`src/rtl/z80_cb_shift_unit_pkg.sv`:
```
// Shared Z80 definitions for the CB rotate/shift unit: register indices,
// flag bit positions, shift op codes and the parity helper.
package z80_cb_shift_unit_pkg;

   localparam logic [2:0] REG_B      = 3'd0;
   localparam logic [2:0] REG_C      = 3'd1;
   localparam logic [2:0] REG_D      = 3'd2;
   localparam logic [2:0] REG_E      = 3'd3;
   localparam logic [2:0] REG_H      = 3'd4;
   localparam logic [2:0] REG_L      = 3'd5;
   localparam logic [2:0] REG_HL_IND = 3'd6;
   localparam logic [2:0] REG_A      = 3'd7;

   localparam int FLAG_C_NUM  = 0;
   localparam int FLAG_N_NUM  = 1;
   localparam int FLAG_PV_NUM = 2;
   localparam int FLAG_3_NUM  = 3;
   localparam int FLAG_H_NUM  = 4;
   localparam int FLAG_5_NUM  = 5;
   localparam int FLAG_Z_NUM  = 6;
   localparam int FLAG_S_NUM  = 7;

   localparam logic [2:0] SHIFT_OP_RLC = 3'd0;
   localparam logic [2:0] SHIFT_OP_RRC = 3'd1;
   localparam logic [2:0] SHIFT_OP_RL  = 3'd2;
   localparam logic [2:0] SHIFT_OP_RR  = 3'd3;
   localparam logic [2:0] SHIFT_OP_SLA = 3'd4;
   localparam logic [2:0] SHIFT_OP_SRA = 3'd5;
   localparam logic [2:0] SHIFT_OP_SLL = 3'd6;
   localparam logic [2:0] SHIFT_OP_SRL = 3'd7;

   typedef enum logic [2:0] {
      ST_IDLE   = 3'd0,
      ST_EXEC   = 3'd1,
      ST_MEM_RD = 3'd2,
      ST_MEM_WR = 3'd3,
      ST_DONE   = 3'd4
   } cb_state_t;

   // 1 when the byte has an even number of set bits (Z80 PV after shifts)
   function automatic logic parity8(input logic [7:0] d);
      return ~(^d);
   endfunction

endpackage

```
`src/rtl/z80_cb_shift_unit_alu.sv`:
```
// Combinational rotate/shift datapath with Z80 flag generation; also usable
// standalone by instruction-level checkers.
module z80_shift_alu
   import z80_cb_shift_unit_pkg::*;
(
   input  logic [2:0] op,
   input  logic [7:0] din,
   input  logic [7:0] f_in,
   output logic [7:0] dout,
   output logic [7:0] fout
);

   logic carry;

   always_comb begin
      dout  = '0;
      carry = 1'b0;
      case (op)
         SHIFT_OP_RLC: begin dout = {din[6:0], din[7]};  carry = din[7]; end
         SHIFT_OP_RRC: begin dout = {din[0], din[7:1]};  carry = din[0]; end
         SHIFT_OP_RL:  begin dout = {din[6:0], f_in[0]}; carry = din[7]; end
         SHIFT_OP_RR:  begin dout = {f_in[0], din[7:1]}; carry = din[0]; end
         SHIFT_OP_SLA: begin dout = {din[6:0], 1'b0};    carry = din[7]; end
         SHIFT_OP_SRA: begin dout = {din[7], din[7:1]};  carry = din[0]; end
         SHIFT_OP_SLL: begin dout = {din[6:0], 1'b1};    carry = din[7]; end
         default:      begin dout = {1'b0, din[7:1]};    carry = din[0]; end
      endcase

      fout              = '0;
      fout[FLAG_S_NUM]  = dout[7];
      fout[FLAG_Z_NUM]  = (dout == 8'h00);
      fout[FLAG_5_NUM]  = f_in[FLAG_5_NUM];
      fout[FLAG_H_NUM]  = 1'b0;
      fout[FLAG_3_NUM]  = f_in[FLAG_3_NUM];
      fout[FLAG_PV_NUM] = parity8(dout);
      fout[FLAG_N_NUM]  = 1'b0;
      fout[FLAG_C_NUM]  = carry;
   end

endmodule

```
`src/rtl/z80_cb_shift_unit.sv`:
```
// Sequencer for CB rotate/shift instructions: register form in one execute
// cycle, (HL) form as a read-modify-write bus sequence.
//
//   state     | meaning
//   ----------+------------------------------------------------------
//   ST_IDLE   | waiting for start; latches opcode, HL, F on start
//   ST_EXEC   | register operand on reg_rdata, result captured
//   ST_MEM_RD | bus read at HL, held until mem_ready
//   ST_MEM_WR | bus write of result at HL, held until mem_ready
//   ST_DONE   | one-cycle retire: done plus register/flag write strobes
module z80_cb_shift_unit
   import z80_cb_shift_unit_pkg::*;
#(
   parameter bit STRICT = 1'b1
) (
   input  logic        clk,
   input  logic        reset,
   input  logic        start,
   input  logic [7:0]  opcode,
   output logic [2:0]  reg_sel,
   input  logic [7:0]  reg_rdata,
   input  logic [7:0]  f_in,
   input  logic [15:0] hl_in,
   output logic        busy,
   output logic        done,
   output logic        illegal,
   output logic        reg_we,
   output logic [2:0]  reg_widx,
   output logic [7:0]  reg_wdata,
   output logic        f_we,
   output logic [7:0]  f_out,
   output logic [15:0] mem_addr,
   output logic        mem_rd,
   input  logic [7:0]  mem_rdata,
   output logic        mem_wr,
   output logic [7:0]  mem_wdata,
   input  logic        mem_ready
);

   cb_state_t   state_q, state_d;
   logic [2:0]  op_q;
   logic [2:0]  r_q;
   logic [15:0] hl_q;
   logic [7:0]  f_q;
   logic        illegal_q;
   logic [7:0]  result_q;
   logic [7:0]  flags_q;
   logic        reject;
   logic [7:0]  alu_din;
   logic [7:0]  alu_dout;
   logic [7:0]  alu_fout;

   assign reject  = (opcode[7:6] != 2'b00) || (STRICT && (opcode[5:3] == SHIFT_OP_SLL));
   assign alu_din = (state_q == ST_MEM_RD) ? mem_rdata : reg_rdata;

   z80_shift_alu u_alu (
      .op   (op_q),
      .din  (alu_din),
      .f_in (f_q),
      .dout (alu_dout),
      .fout (alu_fout)
   );

   always_ff @(posedge clk) begin
      if (reset) begin
         state_q   <= ST_IDLE;
         op_q      <= '0;
         r_q       <= '0;
         hl_q      <= '0;
         f_q       <= '0;
         illegal_q <= 1'b0;
         result_q  <= '0;
         flags_q   <= '0;
      end else begin
         state_q <= state_d;
         case (state_q)
            ST_IDLE: begin
               if (start) begin
                  op_q      <= opcode[5:3];
                  r_q       <= opcode[2:0];
                  hl_q      <= hl_in;
                  f_q       <= f_in;
                  illegal_q <= reject;
                  result_q  <= '0;
                  flags_q   <= '0;
               end
            end
            ST_EXEC: begin
               result_q <= alu_dout;
               flags_q  <= alu_fout;
            end
            ST_MEM_RD: begin
               if (mem_ready) begin
                  result_q <= alu_dout;
                  flags_q  <= alu_fout;
               end
            end
            default: ;
         endcase
      end
   end

   always_comb begin
      state_d = state_q;
      case (state_q)
         ST_IDLE: begin
            if (start) begin
               if (reject)                       state_d = ST_DONE;
               else if (opcode[2:0] == REG_HL_IND) state_d = ST_MEM_RD;
               else                              state_d = ST_EXEC;
            end
         end
         ST_EXEC:   state_d = ST_DONE;
         ST_MEM_RD: if (mem_ready) state_d = ST_MEM_WR;
         ST_MEM_WR: if (mem_ready) state_d = ST_DONE;
         default:   state_d = ST_IDLE;
      endcase
   end

   always_comb begin
      busy      = (state_q != ST_IDLE);
      done      = (state_q == ST_DONE);
      illegal   = done && illegal_q;
      reg_we    = done && !illegal_q && (r_q != REG_HL_IND);
      f_we      = done && !illegal_q;
      mem_rd    = (state_q == ST_MEM_RD);
      mem_wr    = (state_q == ST_MEM_WR);
      mem_addr  = (mem_rd || mem_wr) ? hl_q : 16'h0000;
      mem_wdata = mem_wr ? result_q : 8'h00;
      reg_sel   = r_q;
      reg_widx  = r_q;
      reg_wdata = result_q;
      f_out     = flags_q;
   end

endmodule

```
`config.mk`:
```
export PLATFORM = sky130hd
export DESIGN_NAME = z80_cb_shift_unit
export DESIGN_NICKNAME = d
export VERILOG_FILES = /design/src/rtl/z80_cb_shift_unit_pkg.sv /design/src/rtl/z80_cb_shift_unit_alu.sv /design/src/rtl/z80_cb_shift_unit.sv
export SDC_FILE = /design/constraint.sdc
export NUM_CORES = 1
export LEC_CHECK = 0
export BUFFER_PORTS_ARGS = -buffer_cell sky130_fd_sc_hd__buf_2
export CAP_MARGIN = 20
export CORE_MARGIN = 4
export CORE_UTILIZATION = 32
export DETAILED_ROUTE_END_ITERATION = 8
export GPL_TIMING_DRIVEN = 0
export PLACE_DENSITY_LB_ADDON = 0.05
export SLEW_MARGIN = 20
export SYNTH_ARGS = -nofsm -noshare
export SYNTH_HDL_FRONTEND = slang
export SYNTH_HIERARCHICAL = 1
export SYNTH_SLANG_ARGS = --single-unit
```
`constraint.sdc`:
```
create_clock -name clk -period 3 [get_ports clk]
set_input_delay 0.6 -clock clk [delete_from_list [all_inputs] [get_ports clk]]
set_output_delay 0.6 -clock clk [all_outputs]
set_load 0.1 [all_outputs]
```
# Yosys cells after proc, flatten, opt, wreduce, memory -nomap -nowiden
# Index checks and enable logic that the tools add are counted.
[classes]
n_eq_ne = 16
bitwise = 1
reduce_logical = 17
muxes = 16
[op_table]
columns = ["op", "count"]
rows = [
  ["one-hot mux 8 bit (7 select lines)", 1],
  ["one-hot mux 8 bit (3 select lines)", 2],
  ["two-way mux 8 bit", 5],
  ["== test 3 bit, second input constant", 6],
  ["two-way mux 16 bit", 1],
  ["== test 3 x 2 -> 1 bit, second input constant", 4],
  ["two-way mux 3 bit", 4],
  ["one-hot mux 3 bit (4 select lines)", 1],
  ["zero test 8 bit", 1],
  ["XOR reduction 8 bit", 1],
  ["== test 3 x 1 -> 1 bit, second input constant", 2],
  ["zero test 3 bit", 2],
  ["AND reduction 3 bit", 2],
  ["nonzero test 3 bit", 2],
  ["inequality test 2 x 1 -> 1 bit, second input constant", 2],
  ["OR reduction 4 bit", 1],
  ["logical AND 1 bit", 3],
  ["inequality test 3 bit, second input constant", 1],
  ["logical OR 1 bit", 2],
  ["two-way mux 2 bit", 1],
  ["inequality test 2 bit, second input constant", 1],
  ["AND reduction 2 bit", 1],
  ["nonzero test 2 bit", 1],
  ["zero test 1 bit", 1],
  ["2 further kinds", 2],
]
[word_totals]
out_inout_bits = 53
ff_bits = 48
wordCells = 58
input_bits = 52

# Logic depth before layout (Yosys ltp)
# Gate-level depths: netlist of the first run.
[depth]
depth_word = 7
depth_mapped = 11
depth_no_buf = 10

# Hierarchy
# Netlist of the first run, hierarchy kept.
[modules_own_cells]
columns = ["mod", "cells_per_inst", "instances", "seq_area_each_um2", "area_per_inst_um2"]
rows = [
  ["z80_cb_shift_unit", 248, 1, 1001.0, 2212.1],
  ["z80_shift_alu", 39, 1, 0.0, 319.1],
]

# Least setup slack after synthesis of the first run
# OpenSTA, ideal clock, no wires.
[synth_path]
path_kind = "flip-flop to output port"
start = "reg r_q[0] (netlist: reg_sel[0])"
end = "out reg_we"
stages_incl_launch_ff = 3
required_time_ns = 2.400
n_path_buf = 0
slack_ns = -1.166
arrival_ns = 3.566
path_cell_list = "dfxtp_1 inv_1 a311oi_1"
[synth_between]
elab_chain_len = 2
[synth_rtl]
columns = ["item", "line", "rtl"]
rows = [
  ["start, declared", "z80_cb_shift_unit.sv:42", "logic [2:0] r_q;"],
  ["start signal, assigned", "z80_cb_shift_unit.sv:80", "r_q <= opcode[2:0];"],
  ["inequality test 3 bit", "z80_cb_shift_unit.sv:124", "reg_we = done && !illegal_q && (r_q != REG_HL_IND);"],
  ["logical AND 1 bit", "z80_cb_shift_unit.sv:124", ""],
  ["end, declared", "z80_cb_shift_unit.sv:27", "output logic reg_we,"],
]
# Every way passes these cells.

# Worst setup path after layout of the first run
[layout_path]
start = "reg state_q[2]"
end = "out mem_wdata[6]"
[layout_between]
elab_chain_len = 2
[layout_rtl]
columns = ["item", "line", "rtl"]
rows = [
  ["start, declared", "z80_cb_shift_unit.sv:40", "cb_state_t state_q, state_d;"],
  ["start signal, assigned", "z80_cb_shift_unit.sv:75", "state_q <= state_d;"],
  ["== test 3 x 2 -> 1 bit", "z80_cb_shift_unit.sv:127", "mem_wr = (state_q == ST_MEM_WR);"],
  ["two-way mux 8 bit", "z80_cb_shift_unit.sv:129", "mem_wdata = mem_wr ? result_q : 8'h00;"],
  ["end, declared", "z80_cb_shift_unit.sv:36", "output logic [7:0] mem_wdata,"],
]
# Every way passes these cells.

==> results of run 1 <==
==> worst max-delay path by stage <==
stage,end,depth (start not counted),startpoint
floorplan,f_out[2]$_SDFFE_PP0P_,11,state_q[1]$_SDFFE_PP0P_
global placement,f_out[2]$_SDFFE_PP0P_,11,state_q[1]$_SDFFE_PP0P_
detailed placement,f_out[2]$_SDFFE_PP0P_,11,state_q[1]$_SDFFE_PP0P_
CTS,mem_wdata[6],5,state_q[2]$_SDFFE_PP0P_
global route,mem_wdata[5],5,state_q[2]$_SDFFE_PP0P_
finish,mem_wdata[6],5,state_q[2]$_SDFFE_PP0P_
==> registers in the layout, indices dropped and copies added (netlist names) <==
signal     flops
reg_wdata      8
hl_q          16
op_q           3
state_q        3
reg_sel        3
f_q            3
f_out          8
illegal_q      1
==> worst max-delay path, cell delays in order (launching register included) <==
cell and delay (ns):
sky130_fd_sc_hd__dfxtp_1 0.30, sky130_fd_sc_hd__buf_4 0.17, sky130_fd_sc_hd__nor2b_2 0.39, sky130_fd_sc_hd__clkbuf_1 0.40, sky130_fd_sc_hd__and3_1 0.22, sky130_fd_sc_hd__buf_2 0.42
==> final cells by class <==
cell class / count / area [um^2] / area share
well taps: 99 / 124 / 0.0398
clock inverters: 1 / 5.00 / 0.00161
plain buffers: 28 / 203 / 0.0651
repair buffers: 98 / 490 / 0.158
flip-flops and latches: 45 / 901 / 0.289
inverters: 10 / 37.5 / 0.0121
multi-input cells: 185 / 1260 / 0.404
clock buffers: 7 / 96.3 / 0.0309
==> where the power goes <==
part,internal (W),switching [W],total [W]
clock,0.000209,0.000215,0.000424
sequential,0.000625,0.0000192,0.000644
combinational,0.000122,0.000222,0.000344
total,0.000956,0.000456,0.00141
==> stage by stage <==
stage / total power, W / hold slack (ns) / utilization / area, um^2 / setup slack (ns)
after floorplan: 0.000921 / 0.432 / - / 2400 / 0.000853
after global placement: 0.00100 / 0.437 / 0.417 / 3010 / 0.392
after detailed placement: 0.00101 / 0.444 / 0.417 / 3010 / 0.350
after CTS: 0.00143 / 0.455 / 0.431 / 3110 / 0.126
after global routing: 0.00148 / 0.478 / 0.431 / 3110 / 0.0227
final: 0.00141 / 0.453 / 0.431 / 3110 / 0.181
==> layout by cell type, fill, tap and decap left out, drive strengths merged, types with 3 or more instances in the layout <==
master,n
dfxtp,45
and2,17
o21ai,4
o211ai,3
and3,9
inv,10
mux2,10
a22o,16
mux2i,8
nor2,6
ha,4
a21oi,26
xnor2,3
buf,119
clkbuf,14
nand2,52
==> per-layer routing <==
| metal | track usage | part of all wire |
|---|---|---|
| met1 | 0.188 | 0.45 |
| met2 | 0.258 | 0.47 |
| met3 | 0.0473 | 0.066 |
| met4 | 0.0421 | 0.013 |
| met5 | 0 | 0 |
==> impl_summary.log, run 1 <==
INFO  metric post_route_cells_drive_above_1_share = 0.390
INFO  metric area_growth_syn_to_fin = 31.4%
INFO  metric worst-r2r-cell-count = 9
INFO  metric cts_inserted_buffers = 5
INFO  metric worst_ep_required_time = approximately 2.4 ns
INFO  metric core = around 7000 um^2
INFO  metric maxCapViolCount = 0
INFO  metric final-instance-count-excl-fill = 473
INFO  metric num_rows = 31
INFO  metric post_drt_wl_per_cell = ~14 um
INFO  metric port_buffers = just under 100
INFO  metric final_setup_violation_count = 0
INFO  metric path_clk_slew = 0.09 ns
INFO  metric final_hold_vio_count = 0
INFO  metric holdCritStartpoint = hl_q[4]$_SDFFE_PP0P_
INFO  metric avgSynthCellArea = slightly below 9 um^2
INFO  metric synth_area = between 2000 and 2500 um^2
INFO  metric tns = 0 ns
INFO  metric syn_inst = 267
INFO  metric grt_first_pass_wirelength = 10600 um
INFO  metric clock-root-buffer = sky130_fd_sc_hd__clkbuf_8
INFO  metric fillers = about 800
INFO  metric finClkSkew = 0.0102 ns
INFO  metric drt-pass1-iter-count = 4
INFO  metric cts_setup_buffers = 0
INFO  metric hp-class = reg2reg
INFO  metric period_share = 0.940
INFO  metric postCtsResizedCells = 0
INFO  metric crit_path_time_final = 2.82 ns
INFO  metric die_height = 94.0 um
INFO  metric antenna_cells_inserted = 0
INFO  metric start_kind = flip-flop
INFO  metric grt.overflow.total = 0
INFO  metric cts_htree_levels = 2
INFO  metric static-leakage-power = 1.53 nW
INFO  metric ir_worst_vdd = 219 uV
INFO  metric num_io_pins = 105
INFO  metric worst_skew_pair.late_latency = about 0.3 ns
INFO  metric net_count_final = about 430
INFO  metric r2r_end = f_out[2]$_SDFFE_PP0P_
INFO  metric timing.critical_path.fanout_max = 10
INFO  metric sink_of_the_worst_hold_path = hl_q[4]$_SDFFE_PP0P_
INFO  metric first_global_vias = about 2200
INFO  metric crit_path_end_kind = primary output
INFO  metric arrival = roughly 2.2 ns
INFO  metric critical_path.reg2reg.startpoint = state_q[1]$_SDFFE_PP0P_
INFO  metric clockBufferDepth = 2
INFO  metric max_freq = 355 MHz
INFO  metric timing.final.max_slew_violations = 0
INFO  metric min_delay_path_depth = 2
INFO  metric antenna_violating_nets_left = 0
INFO  metric max-slew-margin-rel = 0.621
INFO  metric placed_instance_count = around 470
INFO  metric die_area = a little under 9000 um^2
INFO  metric remaining_drc_errors = 0
INFO  metric pin_count_of_the_biggest_net_entering_global_routing = 14
INFO  metric tightest_slew = about 0.57 ns
INFO  metric route.vias.total = 2187
INFO  metric grt_use_total = 0.153
INFO  metric post-dp-hpwl = between 4000 and 5000 um
INFO  metric clock-sinks = 45
INFO  metric tritoncts = done
INFO  metric number_of_antenna_violations_at_the_first_check_in_global_routing = 0
INFO  metric rrSetupSlack = 0.32 ns
INFO  metric place_congestion = a little under 0.8
INFO  metric post_detailed_routing_wire_length = between 6000 and 7000 um
INFO  metric p_per_area = roughly 450 nW/um^2
INFO  metric synth_warnings = 6
INFO  metric die_width = between 90 and 100 um
INFO  metric post_cts_hold_buffer_count = 0
INFO  metric via_per_inst = around 4.6
INFO  metric setup.worst_path.class = reg2out
INFO  metric grt_setup_unrepaired = no
INFO  metric initial_utilization = 0.328
INFO  metric drtIter0Drc = 62
INFO  metric result_of_the_run = complete, no violations
(Power assumes the default switching activity.)
==> run 2: changes to the inputs <==
--- a/config.mk
+++ b/config.mk
@@ -11,7 +11,7 @@
 export CORE_UTILIZATION = 32
 export DETAILED_ROUTE_END_ITERATION = 8
 export GPL_TIMING_DRIVEN = 0
-export PLACE_DENSITY_LB_ADDON = 0.05
+export PLACE_DENSITY = 0.67
 export SLEW_MARGIN = 20
 export SYNTH_ARGS = -nofsm -noshare
 export SYNTH_HDL_FRONTEND = slang
==> run 2 against run 1 <==
Compared with the run above: hold slack hardly changed; clock skew barely moved; critical endpoint unchanged; via count is 2.1% lower; combinational power is 1% lower; critical path depth stayed put.
==> impl_summary.log, run 2 (synthesis results as in run 1) <==
INFO  metric result_of_the_run = complete, no violations
INFO  metric crit_path_top_delay_cell = sky130_fd_sc_hd__buf_2
INFO  metric clock-root-buffer = sky130_fd_sc_hd__clkbuf_8
INFO  metric post_drt_wl_per_cell = 12.5 um (-8.4%)
INFO  metric post_route_cells_drive_above_1_share = 0.388 (-0.00267)
INFO  metric antenna_cells_inserted = 0 (unchanged)
INFO  metric core = 7210 um^2 (unchanged)
INFO  metric arrival = 2.14 ns (-0.08 ns)
INFO  metric pre_cts_ws = 0.434 ns (+0.0839 ns)
INFO  metric maxCapViolCount = 0 (unchanged)
INFO  metric timing.final.max_slew_violations = 0 (unchanged)
INFO  metric postLayoutSetupSlackWorst = 0.263 ns (+0.0824 ns)
INFO  metric path_clk_slew = 0.09 ns (about the same)
INFO  metric die_area = 8840 um^2 (unchanged)
INFO  metric finClkSkew = 0.0105 ns (+0.000279 ns)
INFO  metric fillers = 745 (-7.1%)
INFO  metric die_height = 94.0 um (unchanged)
INFO  metric max_freq = 365 MHz (+3.0%)
INFO  metric static-leakage-power = 1.53 nW (about the same)
INFO  metric ir_worst_vdd = 245 uV (+12%)
INFO  metric hp-class = reg2reg
INFO  metric grt_first_pass_wirelength = 9810 um (-7.3%)
INFO  metric cts_setup_buffers = 0 (unchanged)
INFO  metric top_register = hl_q
INFO  metric cpLargestDelayFamily = buffers and inverters
INFO  metric mostFrequentLayoutCell = sky130_fd_sc_hd__buf_2
INFO  metric grt.overflow.total = 0 (unchanged)
INFO  metric timing.critical_path.slowest_cell_delay = 0.42 ns (about the same)
INFO  metric die_width = 94.0 um (unchanged)
INFO  metric cts_inserted_buffers = 5 (unchanged)
INFO  metric place_congestion = 0.793 (+3.0%)
INFO  metric num_rows = 31 (unchanged)
INFO  metric highest_count_cells_in_the_layout_ignoring_fill_and_taps = sky130_fd_sc_hd__buf_2 (101), sky130_fd_sc_hd__nand2_1 (52), sky130_fd_sc_hd__dfxtp_1 (45), sky130_fd_sc_hd__a21oi_1 (25), sky130_fd_sc_hd__and2_1 (17)
INFO  metric initial_utilization = 0.328 (unchanged)
INFO  metric worst_ep_required_time = 2.40 ns (about the same)
INFO  metric clockBufferDepth = 2 (unchanged)
INFO  metric setup.worst_path.class = reg2out
INFO  metric cts_htree_levels = 2 (unchanged)
INFO  metric drt-pass1-iter-count = 4 (unchanged)
INFO  metric p_per_area = 462 nW/um^2 (+1.8%)
INFO  metric postCtsResizedCells = 0 (unchanged)
INFO  metric pin_count_of_the_biggest_net_entering_global_routing = 15 (+1)
INFO  metric first_global_vias = 2123 (-2.8%)
INFO  metric drtIter0Drc = 83 (+34%)
INFO  metric flip_flop_count_of_the_largest_register_all_copies_and_words_added = 16 (unchanged)
INFO  metric crit_path_time_final = 2.74 ns (-0.0824 ns)
INFO  metric num_io_pins = 105 (unchanged)
INFO  metric route.vias.total = 2141 (-2.1%)
INFO  metric remaining_drc_errors = 0 (unchanged)
INFO  metric timing.critical_path.fanout_max = 10 (unchanged)
INFO  metric antenna_violating_nets_left = 0 (unchanged)
INFO  metric post-dp-hpwl = 4680 um (-5.4%)
INFO  metric critical_path.n_buffers_inverters = 3 (unchanged)
INFO  metric port_buffers = 98 (unchanged)
INFO  metric cp_cell_sequence = buf_4 -> nor2b_2 -> clkbuf_1 -> and3_1 -> buf_2
INFO  metric via_per_inst = 4.53 (-2.1%)
INFO  metric worst_skew_pair.late_latency = 0.29 ns (about the same)
INFO  metric crit_path_end_kind = primary output
INFO  metric grt_setup_unrepaired = no
INFO  metric final_setup_violation_count = 0 (unchanged)
INFO  metric final_hold_vio_count = 0 (unchanged)
INFO  metric grt_use_total = 0.137 (-0.0157)
INFO  metric area_growth_syn_to_fin = 31.9%
INFO  metric post_cts_hold_buffer_count = 0 (unchanged)
INFO  metric number_of_antenna_violations_at_the_first_check_in_global_routing = 0 (unchanged)
INFO  metric tritoncts = done
INFO  metric start_kind = flip-flop
INFO  metric tns = 0 ns (unchanged)
INFO  metric net_count_final = 429 (unchanged)
INFO  metric clock-sinks = 45 (unchanged)
INFO  metric period_share = 0.912 (-0.0275)
INFO  metric post_detailed_routing_wire_length = 5930 um (-8.4%)
run 2: cell type report:
| class | instances | area (um^2) | area share |
|---|---|---|---|
| clock buffer | 6 | 72.6 | 0.0232 |
| tap | 99 | 124 | 0.0397 |
| buffer | 28 | 203 | 0.0649 |
| timing repair buffer | 98 | 490 | 0.157 |
| multi-input combinational | 185 | 1260 | 0.402 |
| inverter | 10 | 37.5 | 0.0120 |
| sequential | 45 | 901 | 0.288 |
| clock inverter | 2 | 38.8 | 0.0124 |
run 2: per-stage QoR:
step           cell area (um^2)  instances  utilization  total power, W  hold slack (ns)
6_report                   3120        473        0.433         0.00144            0.453
5_1_grt                    3120        473        0.433         0.00152            0.479
4_1_cts                    3120        473        0.433         0.00146            0.455
2_1_floorplan              2400        268            -        0.000921            0.432
3_3_place_gp               3010        465        0.417        0.000997            0.438
3_5_place_dp               3010        465        0.417         0.00100            0.442
run 2: final timing paths:
kind | start | end | slack, ns | depth (start not counted)
setup / recovery | state_q[2]$_SDFFE_PP0P_ | mem_wdata[6] | 0.26 | 5
hold / removal | hl_q[9]$_SDFFE_PP0P_ | hl_q[9]$_SDFFE_PP0P_ | 0.45 | 2
setup reg to reg | state_q[1]$_SDFFE_PP0P_ | f_out[2]$_SDFFE_PP0P_ | 0.45 | 11
hold reg to reg | hl_q[9]$_SDFFE_PP0P_ | hl_q[9]$_SDFFE_PP0P_ | 0.45 | 2
run 2: report_power, final:
| part | leakage [nW] | internal, W | switching, W |
|---|---|---|---|
| combinational | 1.10 | 0.000122 | 0.000217 |
| sequential | 0.367 | 0.000625 | 0.0000189 |
| clock | 0.0554 | 0.000250 | 0.000207 |
run 2: metal layers:
| layer | part of all wire | routed length [um] | up-vias | GRT usage |
|---|---|---|---|---|
| met4 | 0.0098 | 58 | 0 | 0.0313 |
| met1 | 0.46 | 2750 | 949 | 0.178 |
| met3 | 0.083 | 490 | 6 | 0.0377 |
| li1 | - | - | 1114 | - |
| met2 | 0.44 | 2630 | 72 | 0.226 |
| met5 | 0 | 0 | - | 0 |
run 2: worst register-to-register path: stages, from the launching register on:
cell	delay [ns]
sky130_fd_sc_hd__dfxtp_1	0.36
sky130_fd_sc_hd__buf_6	0.16
sky130_fd_sc_hd__inv_2	0.07
sky130_fd_sc_hd__nor3_4	0.42
sky130_fd_sc_hd__mux2_4	0.37
sky130_fd_sc_hd__mux2i_1	0.16
sky130_fd_sc_hd__o211ai_2	0.11
sky130_fd_sc_hd__o21ai_0	0.09
sky130_fd_sc_hd__ha_1	0.26
sky130_fd_sc_hd__xnor2_1	0.18
sky130_fd_sc_hd__xnor2_1	0.10
sky130_fd_sc_hd__a22o_1	0.19
==> run 3: changes to the inputs <==
--- a/config.mk
+++ b/config.mk
@@ -5,7 +5,7 @@
 export SDC_FILE = /design/constraint.sdc
 export NUM_CORES = 1
 export LEC_CHECK = 0
-export BUFFER_PORTS_ARGS = -buffer_cell sky130_fd_sc_hd__buf_2
+export BUFFER_PORTS_ARGS = -buffer_cell sky130_fd_sc_hd__buf_4
 export CAP_MARGIN = 20
 export CORE_MARGIN = 4
 export CORE_UTILIZATION = 32
==> run 3 against run 2 <==
Compared with the run above: critical path depth is 6 higher; worst setup slack gained 0.11 ns; critical path type is now reg2reg; clock skew up 0.0020 ns; via count decreased by 0.33%; clock power up 2%; largest power group unchanged.
==> impl_summary.log, run 3 (synthesis results as in run 1) <==
INFO  metric tritoncts = done
INFO  metric start_kind = flip-flop
INFO  metric area_growth_syn_to_fin = 42.2%
INFO  metric setup.worst_path.class = reg2reg
INFO  metric top_register = hl_q
INFO  metric remaining_drc_errors = 0 (unchanged)
INFO  metric crit_path_time_final = 2.63 ns (-0.108 ns)
INFO  metric die_area = 8840 um^2 (unchanged)
INFO  metric num_rows = 31 (unchanged)
INFO  metric period_share = 0.876 (-0.0360)
INFO  metric drt-pass1-iter-count = 4 (unchanged)
INFO  metric route.vias.total = 2134 (-0.33%)
INFO  metric tightest_slew = 0.502 ns
INFO  metric crit_path_end_kind = flip-flop
INFO  metric grt.overflow.total = 0 (unchanged)
INFO  metric clock-sinks = 45 (unchanged)
INFO  metric timing.final.max_slew_violations = 0 (unchanged)
INFO  metric net_count_final = 429 (unchanged)
INFO  metric result_of_the_run = complete, no violations
INFO  metric final_setup_violation_count = 0 (unchanged)
INFO  metric clockBufferDepth = 2 (unchanged)
INFO  metric port_buffers = 98 (unchanged)
INFO  metric worst_ep_required_time = 3.20 ns (+0.80 ns)
INFO  metric place_congestion = 0.750 (-5.3%)
INFO  metric tns = 0 ns (unchanged)
INFO  metric area_taken_by_multi_input_logic_gates = 1260 um^2 (unchanged)
INFO  metric hp-class = reg2reg
INFO  metric drtIter0Drc = 54 (-35%)
INFO  metric post_route_cells_drive_above_1_share = 0.388 (unchanged)
INFO  metric area_of_all_sequential_standard_cells = 901 um^2 (unchanged)
INFO  metric post_cts_hold_buffer_count = 0 (unchanged)
INFO  metric max_freq = 380 MHz (+4.1%)
INFO  metric die_height = 94.0 um (unchanged)
INFO  metric cts_htree_levels = 2 (unchanged)
INFO  metric max-slew-margin-rel = 0.664
INFO  metric highest_count_cells_in_the_layout_ignoring_fill_and_taps = sky130_fd_sc_hd__buf_4 (109), sky130_fd_sc_hd__nand2_1 (52), sky130_fd_sc_hd__dfxtp_1 (45), sky130_fd_sc_hd__a21oi_1 (25), sky130_fd_sc_hd__and2_1 (17)
INFO  metric cts_inserted_buffers = 5 (unchanged)
INFO  metric post_drt_wl_per_cell = 13.1 um (+4.2%)
INFO  metric worst_skew_pair.late_latency = 0.30 ns (about the same)
INFO  metric pin_count_of_the_biggest_net_entering_global_routing = 15 (unchanged)
INFO  metric fillers = 759 (+1.9%)
INFO  metric initial_utilization = 0.328 (unchanged)
INFO  metric post_detailed_routing_wire_length = 6180 um (+4.2%)
INFO  metric post-dp-hpwl = 4910 um (+4.9%)
INFO  metric via_per_inst = 4.51 (-0.33%)
INFO  metric number_of_antenna_violations_at_the_first_check_in_global_routing = 0 (unchanged)
INFO  metric final_hold_vio_count = 0 (unchanged)
INFO  metric grt_setup_unrepaired = no
INFO  metric postCtsResizedCells = 0 (unchanged)
INFO  metric first_global_vias = 2165 (+2.0%)
INFO  metric grt_use_total = 0.140 (+0.00304)
INFO  metric maxCapViolCount = 0 (unchanged)
INFO  metric static-leakage-power = 1.56 nW (+2.3%)
INFO  metric antenna_cells_inserted = 0 (unchanged)
INFO  metric flip_flop_count_of_the_largest_register_all_copies_and_words_added = 16 (unchanged)
INFO  metric mostFrequentLayoutCell = sky130_fd_sc_hd__buf_4
INFO  metric num_io_pins = 105 (unchanged)
INFO  metric p_per_area = 438 nW/um^2 (-5.1%)
INFO  metric core = 7210 um^2 (unchanged)
INFO  metric timing.critical_path.fanout_max = 10 (unchanged)
INFO  metric grt_first_pass_wirelength = 9860 um (+0.50%)
INFO  metric finClkSkew = 0.0124 ns (+0.00200 ns)
INFO  metric die_width = 94.0 um (unchanged)
INFO  metric antenna_violating_nets_left = 0 (unchanged)
INFO  metric cts_setup_buffers = 0 (unchanged)
INFO  metric final_util = 0.467 (+0.0340)
INFO  metric path_clk_slew = 0.09 ns (about the same)
INFO  metric ir_worst_vdd = 230 uV (-6.2%)
INFO  metric clock-root-buffer = sky130_fd_sc_hd__clkbuf_8
INFO  metric arrival = 2.83 ns (+0.69 ns)
[run 3: cell counts in the layout (fill, tap and decap cells not counted)]
No cell type changed its count.
[run 3: layer usage]
metal	vias up	routed length, um	global-route usage
met3	5	552	0.0481
met5	-	0	0
met2	71	2960	0.250
li1	1116	-	-
met4	0	57	0.0361
met1	942	2610	0.159
[run 3: report_power, final]
| part | internal [W] | total [W] | switching [W] |
|---|---|---|---|
| combinational | 0.000146 | 0.000366 | 0.000219 |
| clock | 0.000250 | 0.000466 | 0.000215 |
| sequential | 0.000625 | 0.000645 | 0.0000192 |
| total | 0.00102 | 0.00148 | 0.000454 |
[run 3: critical path, stage by stage, from the launching register on]
cell	delay, ns
sky130_fd_sc_hd__dfxtp_1	0.38
sky130_fd_sc_hd__buf_6	0.16
sky130_fd_sc_hd__inv_2	0.06
sky130_fd_sc_hd__nor3_4	0.44
sky130_fd_sc_hd__mux2_4	0.36
sky130_fd_sc_hd__mux2i_1	0.17
sky130_fd_sc_hd__o211ai_2	0.11
sky130_fd_sc_hd__o21ai_0	0.10
sky130_fd_sc_hd__ha_1	0.27
sky130_fd_sc_hd__xnor2_1	0.17
sky130_fd_sc_hd__xnor2_1	0.11
sky130_fd_sc_hd__a22o_1	0.20
[run 3: path summary, 6_finish.rpt]
kind / slack (ns) / cells past startpoint / endpoint / from
worst min-delay path: 0.45 / 2 / hl_q[11]$_SDFFE_PP0P_ / hl_q[11]$_SDFFE_PP0P_
worst max register to register: 0.37 / 11 / f_out[2]$_SDFFE_PP0P_ / state_q[1]$_SDFFE_PP0P_
worst min register to register: 0.45 / 2 / hl_q[11]$_SDFFE_PP0P_ / hl_q[11]$_SDFFE_PP0P_
worst max-delay path: 0.37 / 11 / f_out[2]$_SDFFE_PP0P_ / state_q[1]$_SDFFE_PP0P_
[run 3: cell type report]
class                      instances  share of cell area
clock inverter                     2              0.0115
multi-input combinational        185               0.373
inverter                          10              0.0111
tap                               99              0.0368
timing repair buffer              98               0.218
sequential                        45               0.267
clock buffer                       6              0.0215
buffer                            28              0.0602
[run 3: through the flow]
stage / hold slack [ns] / setup slack [ns] / total power [W] / instance area [um^2] / std cells
final: 0.454 / 0.371 / 0.00148 / 3370 / 473
after global routing: 0.471 / 0.158 / 0.00155 / 3370 / 473
after CTS: 0.455 / 0.365 / 0.00149 / 3370 / 473
after detailed placement: 0.442 / 0.395 / 0.00103 / 3260 / 465
after global placement: 0.438 / 0.469 / 0.00102 / 3260 / 465
after floorplan: 0.432 / 0.000853 / 0.000921 / 2400 / 268
